### src/rtl/timekeeper_pkg.sv
// Shared types, limits and BCD helpers
// for the time-of-day counter.
package timekeeper_pkg;

  localparam logic [3:0] MAX_HH_T = 4'd2;
  localparam logic [7:0] MAX_HH   = 8'h23;
  localparam logic [3:0] MAX_MS_T = 4'd5;

  typedef logic [3:0] bcd_t;

  // Packed {hh,mm,ss} BCD legality check.
  function automatic logic bcd_valid_hms(
    input logic [23:0] t
  );
    logic ok;
    ok = 1'b1;
    for (int i = 0; i < 6; i++) begin
      if (t[i*4 +: 4] > 4'd9) ok = 1'b0;
    end
    if (t[7:4] > MAX_MS_T)   ok = 1'b0;
    if (t[15:12] > MAX_MS_T) ok = 1'b0;
    if (t[23:20] > MAX_HH_T) ok = 1'b0;
    if (t[23:16] > MAX_HH)   ok = 1'b0;
    return ok;
  endfunction

  // 24h BCD hour -> {pm, 12h BCD hour}.
  function automatic logic [8:0] to_12h(
    input logic [7:0] hh
  );
    logic [8:0] r;
    r = {1'b0, hh};
    if (hh == 8'h00) begin
      r = {1'b0, 8'h12};
    end else if (hh == 8'h12) begin
      r = {1'b1, 8'h12};
    end else if (hh > 8'h12) begin
      if (hh[7:4] == 4'd1)
        r = {1'b1, 4'd0, hh[3:0] - 4'd2};
      else if (hh[3:0] < 4'd2)
        r = {1'b1, 4'd0, hh[3:0] + 4'd8};
      else
        r = {1'b1, 4'd1, hh[3:0] - 4'd2};
    end
    return r;
  endfunction

endpackage

### src/rtl/tick_prescaler.sv
// Divides the board clock to a one-cycle
// tick per second; clear restarts the second.
module tick_prescaler #(
  parameter int CLK_FREQ = 1_200_000,
  parameter int CNT_W    = 32
) (
  input  logic clk,
  input  logic reset,
  input  logic run,
  input  logic clear,
  output logic tick
);

  localparam logic [CNT_W-1:0] TC =
    CNT_W'(CLK_FREQ - 1);

  logic [CNT_W-1:0] cnt_q;
  logic [CNT_W-1:0] cnt_d;

  assign tick = run & (cnt_q == TC);

  // Next count: clear wins, wrap on terminal.
  always_comb begin
    cnt_d = cnt_q;
    if (clear)
      cnt_d = '0;
    else if (tick)
      cnt_d = '0;
    else if (run)
      cnt_d = cnt_q + CNT_W'(1);
  end

  // Count register.
  always_ff @(posedge clk or posedge reset) begin
    if (reset) cnt_q <= '0;
    else       cnt_q <= cnt_d;
  end

endmodule

### src/rtl/bcd_timekeeper.sv
// 24h BCD time-of-day counter with load,
// alarm and 12h display mapping.
module bcd_timekeeper
  import timekeeper_pkg::*;
#(
  parameter int CLK_FREQ = 1_200_000,
  parameter int CNT_W    = 32
) (
  input  logic        clk,
  input  logic        reset,
  input  logic        run,
  input  logic        mode_12h,
  input  logic        set_valid,
  input  logic [23:0] set_time,
  input  logic        alm_valid,
  input  logic [15:0] alm_time,
  input  logic        alm_en,
  output logic        set_err,
  output logic        tick_1hz,
  output logic        alarm_hit,
  output logic        pm,
  output logic [3:0]  sec_ones,
  output logic [3:0]  sec_tens,
  output logic [3:0]  min_ones,
  output logic [3:0]  min_tens,
  output logic [3:0]  hour_ones,
  output logic [3:0]  hour_tens
);

  logic [23:0] time_q, time_d, inc;
  logic [15:0] alm_q, alm_d;
  logic        err_q, err_d;
  logic        tk_q, tk_d;
  logic        hit_q, hit_d;
  logic        tick, set_ok, alm_ok;
  logic        set_ld, adv;
  logic        c0, c1, c2, c3;
  logic [8:0]  h12;

  tick_prescaler #(
    .CLK_FREQ (CLK_FREQ),
    .CNT_W    (CNT_W)
  ) u_pre (
    .clk   (clk),
    .reset (reset),
    .run   (run),
    .clear (set_ld),
    .tick  (tick)
  );

  assign set_ok = bcd_valid_hms(set_time);
  assign alm_ok = bcd_valid_hms({alm_time, 8'h00});
  assign set_ld = set_valid & set_ok;
  assign adv    = tick & ~set_ld;

  // One-second BCD increment with carry chain.
  always_comb begin
    c0  = time_q[3:0] == 4'd9;
    c1  = c0 & (time_q[7:4] == MAX_MS_T);
    c2  = c1 & (time_q[11:8] == 4'd9);
    c3  = c2 & (time_q[15:12] == MAX_MS_T);
    inc = time_q;
    inc[3:0] = c0 ? 4'd0 : time_q[3:0] + 4'd1;
    if (c1)      inc[7:4] = 4'd0;
    else if (c0) inc[7:4] = time_q[7:4] + 4'd1;
    if (c2)      inc[11:8] = 4'd0;
    else if (c1) inc[11:8] = time_q[11:8] + 4'd1;
    if (c3)      inc[15:12] = 4'd0;
    else if (c2) inc[15:12] = time_q[15:12] + 4'd1;
    if (c3) begin
      if (time_q[23:16] == MAX_HH)
        inc[23:16] = 8'h00;
      else if (time_q[19:16] == 4'd9)
        inc[23:16] = {time_q[23:20] + 4'd1, 4'd0};
      else
        inc[19:16] = time_q[19:16] + 4'd1;
    end
  end

  // Next state: load beats tick, alarm compare.
  always_comb begin
    time_d = time_q;
    if (set_ld)   time_d = set_time;
    else if (adv) time_d = inc;
    alm_d = alm_q;
    if (alm_valid & alm_ok) alm_d = alm_time;
    err_d = (set_valid & ~set_ok) |
            (alm_valid & ~alm_ok);
    tk_d  = adv;
    hit_d = adv & alm_en &
            (inc == {alm_q, 8'h00});
  end

  // State and pulse registers.
  always_ff @(posedge clk or posedge reset) begin
    if (reset) begin
      time_q <= '0;
      alm_q  <= '0;
      err_q  <= 1'b0;
      tk_q   <= 1'b0;
      hit_q  <= 1'b0;
    end else begin
      time_q <= time_d;
      alm_q  <= alm_d;
      err_q  <= err_d;
      tk_q   <= tk_d;
      hit_q  <= hit_d;
    end
  end

  assign h12       = to_12h(time_q[23:16]);
  assign set_err   = err_q;
  assign tick_1hz  = tk_q;
  assign alarm_hit = hit_q;
  assign pm        = mode_12h & h12[8];
  assign sec_ones  = time_q[3:0];
  assign sec_tens  = time_q[7:4];
  assign min_ones  = time_q[11:8];
  assign min_tens  = time_q[15:12];
  assign hour_ones = mode_12h ? h12[3:0]
                              : time_q[19:16];
  assign hour_tens = mode_12h ? h12[7:4]
                              : time_q[23:20];

endmodule

### config.mk
export PLATFORM = sky130hd
export DESIGN_NAME = bcd_timekeeper
export DESIGN_NICKNAME = d
export VERILOG_FILES = /design/src/rtl/timekeeper_pkg.sv /design/src/rtl/tick_prescaler.sv /design/src/rtl/bcd_timekeeper.sv
export SDC_FILE = /design/constraint.sdc
export NUM_CORES = 1
export LEC_CHECK = 0
export BUFFER_PORTS_ARGS = -buffer_cell sky130_fd_sc_hd__buf_2
export CAP_MARGIN = 40
export CORE_MARGIN = 2
export CORE_UTILIZATION = 43
export DETAILED_ROUTE_END_ITERATION = 8
export PLACE_DENSITY = 0.73
export SLEW_MARGIN = 20
export SYNTH_ARGS = -nofsm -noshare
export SYNTH_HDL_FRONTEND = slang
export SYNTH_SLANG_ARGS = --single-unit
export TNS_END_PERCENT = 50
### constraint.sdc
create_clock -name clk -period 2.9 [get_ports clk]
set_clock_uncertainty 0.1 [all_clocks]
set_input_delay 0.435 -clock clk [delete_from_list [all_inputs] [get_ports clk]]
set_output_delay 0.435 -clock clk [all_outputs]
set_load 0.01 [all_outputs]
# After elaboration in Yosys (flattened, before gate mapping)
# Cells that the tools add are included.
# W data, S select, Z words.
word_totals:
  ff_bits: 75
  inputBits: 47
  out_inout_bits: 28
classes:
  n_addsub: 9
  order_cmp: 19
  n_eq_ne: 10
  muxes: 40
  n_bitwise: 16
  reduce_logical: 3
ops:
  columns: ["cell", "n"]
  rows:
  - ["$mux W32", 3]
  - ["$mux W24", 2]
  - ["$mux W4", 11]
  - ["$gt A4 B4 Y1 const B", 10]
  - ["$add A32 B1 Y32 const B", 1]
  - ["$eq A32 B21 Y1 const B", 1]
  - ["$mux W9", 3]
  - ["$add A4 B1 Y4 const B", 6]
  - ["$eq A24 B24 Y1", 1]
  - ["$mux W1", 17]
  - ["$gt A8 B6 Y1 const B", 2]
  - ["$mux W8", 2]
  - ["$and A1 B1 Y1", 12]
  - ["$eq A4 B4 Y1 const B", 3]
  - ["$gt A4 B3 Y1 const B", 3]
  - ["$mux W5", 2]
  - ["$eq A4 B3 Y1 const B", 2]
  - ["$eq A8 B5 Y1 const B", 1]
  - ["$eq A8 B6 Y1 const B", 1]
  - ["$gt A4 B2 Y1 const B", 2]
  - ["$gt A8 B5 Y1 const B", 1]
  - ["$logic_not A8 Y1", 1]
  - ["$add A4 B4 Y4 const B", 1]
  - ["$eq A4 B1 Y1 const B", 1]
  - ["6 further kinds", 8]

# Logic depth before layout (Yosys ltp)
logic_depth:
  depth_word: 16
  mapped_depth: 10

# Hierarchy
# A second synthesis with hierarchy kept.
hier_totals:
  cells_unflattened: 566
  hier_area_um2: 5057.4
modules_own_cells:
  columns: ["module", "instances", "cells_each", "area_each_um2"]
  rows:
  - ["bcd_timekeeper", 1, 380, 3324.4]
  - ["tick_prescaler", 1, 186, 1732.9]

# Worst setup path before layout
# No wires, ideal clock.
synth_path:
  path_kind: "register to output"
  from: "reg time_q[20]"
  to: "out hour_ones[2]"
  arrival_time_ns: 1.732
  required_ns: 2.365
  path_slack_ns: 0.633
  path_stages_with_launch: 8
  path_buffers: 0
  path_cell_list: "dfrtp_1 > inv_1 > ha_1 > nor2b_1 > a21oi_1 > nor3_1 > or2_2 > o31ai_1"
synth_via:
  elab_chain_len: 6
  elab_cells_between_ends: 9
synth_lines:
  columns: ["element", "line", "source"]
  rows:
  - ["start: declaration", "bcd_timekeeper.sv:30", "logic [23:0] time_q, time_d, inc;"]
  - ["start signal: assignment", "bcd_timekeeper.sv:103", "time_q <= time_d;"]
  - ["branches (longest 4 deep; another with $gt A8 B5 Y1)", null, null]
  - ["$mux W9 (*)", "timekeeper_pkg.sv:33", "if (hh == 8'h00) begin"]
  - ["$mux W4 (*)", "bcd_timekeeper.sv:120", "assign hour_ones = mode_12h ? h12[3:0]"]
  - ["end: declaration", "bcd_timekeeper.sv:26", "output logic [3:0] hour_ones,"]
# Mark *: on every way between the ends.

# Worst setup path in the final report
# Same ends and word-level chain as after synthesis.

==> results_dict.tcl <==
set metrics [dict create \
    outcome "finished, violations left" \
    failed_checks "hold timing" \
    fillers 1066 \
    area_delta_synth_final_pct 16.5 \
    wl_per_cell_um 16.4 \
    async_flop_share 1.00 \
    fp.coreArea_um2 11400 \
    clkSlewWorstSetupHoldPaths_ns 0.06 \
    ys_warn_count 0 \
    first_iter_violations 264 \
    cp.arrival_ns 2.29 \
    wl_mm 12.9 \
    peakVddDrop_uv 536 \
    cts_sinks 75 \
    grtUsageTotal 0.213 \
    clockBufferDepth 2 \
    whs_ns -0.00903 \
    synth_ff_type "dfrtp_1" \
    layout_common_cells "buf_2 (74), nand2_1 (72), dfrtp_1 (72), nor2_1 (58), o21ai_0 (42)" \
    final_max_slew_viol_count 0 \
    fmax_mhz 354 \
    grt_pass1_vias 4475 \
    cp_max_fo 6 \
    layout_commonest_cell "buf_2" \
    worstMarginPinSlew_ns 0.713 \
    critPathTopFamily "simple AND/OR/NAND/NOR gates" \
    power_density_nw_per_um2 547 \
    die_width_um 112 \
    avgViaCountPerCell 5.70 \
    overflow 0 \
    vias 4486 \
    drive_above_1_share 0.214 \
    cts-root-buf "clkbuf_16" \
    postCtsSetupRepairBufs 0 \
    gp_congestion 0.875 \
    drcViolationCount 0 \
    finalSetupViolations 0 \
    slowest_stage "dfrtp_2" \
    grt_pass1_wl_mm 21.6 \
    path_buf_inv 2 \
    port_buffers 74 \
    postLayoutCellArea_um2 5820 \
    finalCritPeriodShare 0.975 \
    grt_max_degree 58 \
    synthCells 577 \
    path_cells "inv_1 > ha_1 > nor2b_1 > a21oi_1 > nor3_2 > or2_2 > o31ai_1 > buf_2" \
    ys_types 61 \
    netlist_area_um2 4990 \
    tns_ns 0 \
    leakagePower_nw 2.66 \
    ant_nets 0 \
    setup.worst_path.end_class "output port" \
    clk_latency_ns 0.34 \
    synthesis.nets 637 \
    final_net_count 699 \
    initial_core_util 0.439 \
    pin_count 75 \
    crit_required_ns 2.37 \
    start_kind "register" \
    hold_class "in -> async" \
    critPathMaxStageDelay_ns 0.42 \
    layout_setup_ws_ns 0.0735 \
    postCtsHoldBufs 0 \
    drv_cap 0 \
    fp.dieH_um 112 \
    rsz0062_at_grt "yes" \
    synth_edf_count 0 \
    place_area_um2 5450 \
    ys_seq_area_frac 0.376 \
    path_class "reg -> out" \
    period_needed_ns 2.83 \
    cts_tree "done" \
    die-area_um2 12500 \
    antenna_cells 0 \
    cts.htree.levels 3 \
    grt_antenna_before_repair 0 \
    dr.pass1.iters 5 \
    numCtsBuffers 9 \
    max-slew-margin-rel 0.518 \
    synth-seq-cells 75 \
    synth.avg_cell_area_um2 8.65 \
    post-dp-hpwl_mm 9.59 \
    dp_worst_setup_slack_ns 0.0413 \
    hold_viol_final 12 \
    rows 39 \
]
==> worst paths after layout <==
kind,start,endpoint,slack [ns],depth (start not counted)
setup reg to reg,time_q[5],alarm_hit,0.26,10
min in group clk,set_time[0],time_q[0],0.20,3
hold reg to reg,u_pre.cnt_q[31],u_pre.cnt_q[31],0.39,1
setup / recovery,time_q[20],hour_ones[2],0.07,8
max in group asynchronous,reset,time_q[17],2.05,3
hold / removal,reset,time_q[4],-0.009,2
==> state kept, by name, summed over array words and instances (netlist names) <==
name         flops
u_pre.cnt_q     32
set_err          1
time_q          24
tick_1hz         1
alm_q           16
alarm_hit        1
==> layer usage <==
| metal | global-route usage | wire (µm) | vias to the layer above |
|---|---|---|---|
| met1 | 0.269 | 5500 | 2161 |
| met4 | 0.0593 | 214 | 0 |
| met2 | 0.364 | 6470 | 133 |
| li1 | - | - | 2167 |
| met5 | 0 | 0 | - |
| met3 | 0.0544 | 719 | 25 |
==> stage by stage <==
step	utilization	std cells	power, mW	hold slack [ns]
2_1_floorplan	-	577	1.68	0.345
3_3_place_gp	0.479	771	1.84	0.365
3_5_place_dp	0.479	771	1.86	0.371
4_1_cts	0.510	787	3.20	0.00317
5_1_grt	0.512	787	3.34	0.0237
6_report	0.512	787	3.18	-0.00903
==> cell usage after synthesis (9+ instances only) <==
library cell,number,share of area
o21ai_0,43,0.043
mux2_2,13,0.029
nor2_1,58,0.044
buf_4,17,0.026
inv_1,20,0.015
nand2_1,72,0.054
nand4_1,15,0.019
dfrtp_1,75,0.38
nor3_1,15,0.015
nor2b_1,9,0.011
ha_1,13,0.033
nand3_1,21,0.021
buf_2,9,0.0090
a21oi_1,28,0.028
mux2i_1,16,0.032
xor2_1,25,0.044
xnor2_1,15,0.026
clkbuf_1,11,0.0083
==> layout make-up <==
class / instances / area [µm²] / share of cell area
multi-input cells: 445 / 2840 / 0.489
flip-flops and latches: 75 / 1880 / 0.323
repair buffers: 88 / 488 / 0.0839
clock buffers: 11 / 243 / 0.0417
well taps: 143 / 179 / 0.0308
clock inverters: 5 / 108 / 0.0185
inverters: 20 / 75.1 / 0.0129
==> where the power goes <==
part	switching [mW]	internal, mW	total, mW
registers	0.153	1.15	1.30
logic	0.302	0.253	0.555
clock network	0.455	0.871	1.33
total	0.909	2.27	3.18
==> kinds of logic (layout without fill, tap and decap cells) <==
family	after synthesis	after routing	share of synthesized area
simple gates	248	248	0.259
xor+xnor	40	40	0.0702
flops	75	75	0.376
mux	30	30	0.0644
fa+ha+maj	13	13	0.0326
compound gates	114	114	0.140
buf+inv	57	124	0.0579
==> worst reg2reg max path, stage by stage, from the launching register on <==
cell and delay, ns:
dfrtp_1 0.45, inv_1 0.10, ha_1 0.21, nand3b_1 0.18
nor4_4 0.39, buf_4 0.24, nand2_1 0.12, nand3_1 0.13
o211ai_1 0.11, nor4_2 0.31, and4_1 0.23
==> what timing repair did <==
action                                  in CTS  in global routing
resized for setup                            0                  6
hold endpoints to repair                     0                  0
endpoints found under the setup margin       0                  5
Note: power is estimated with default switching activity, not from simulation.
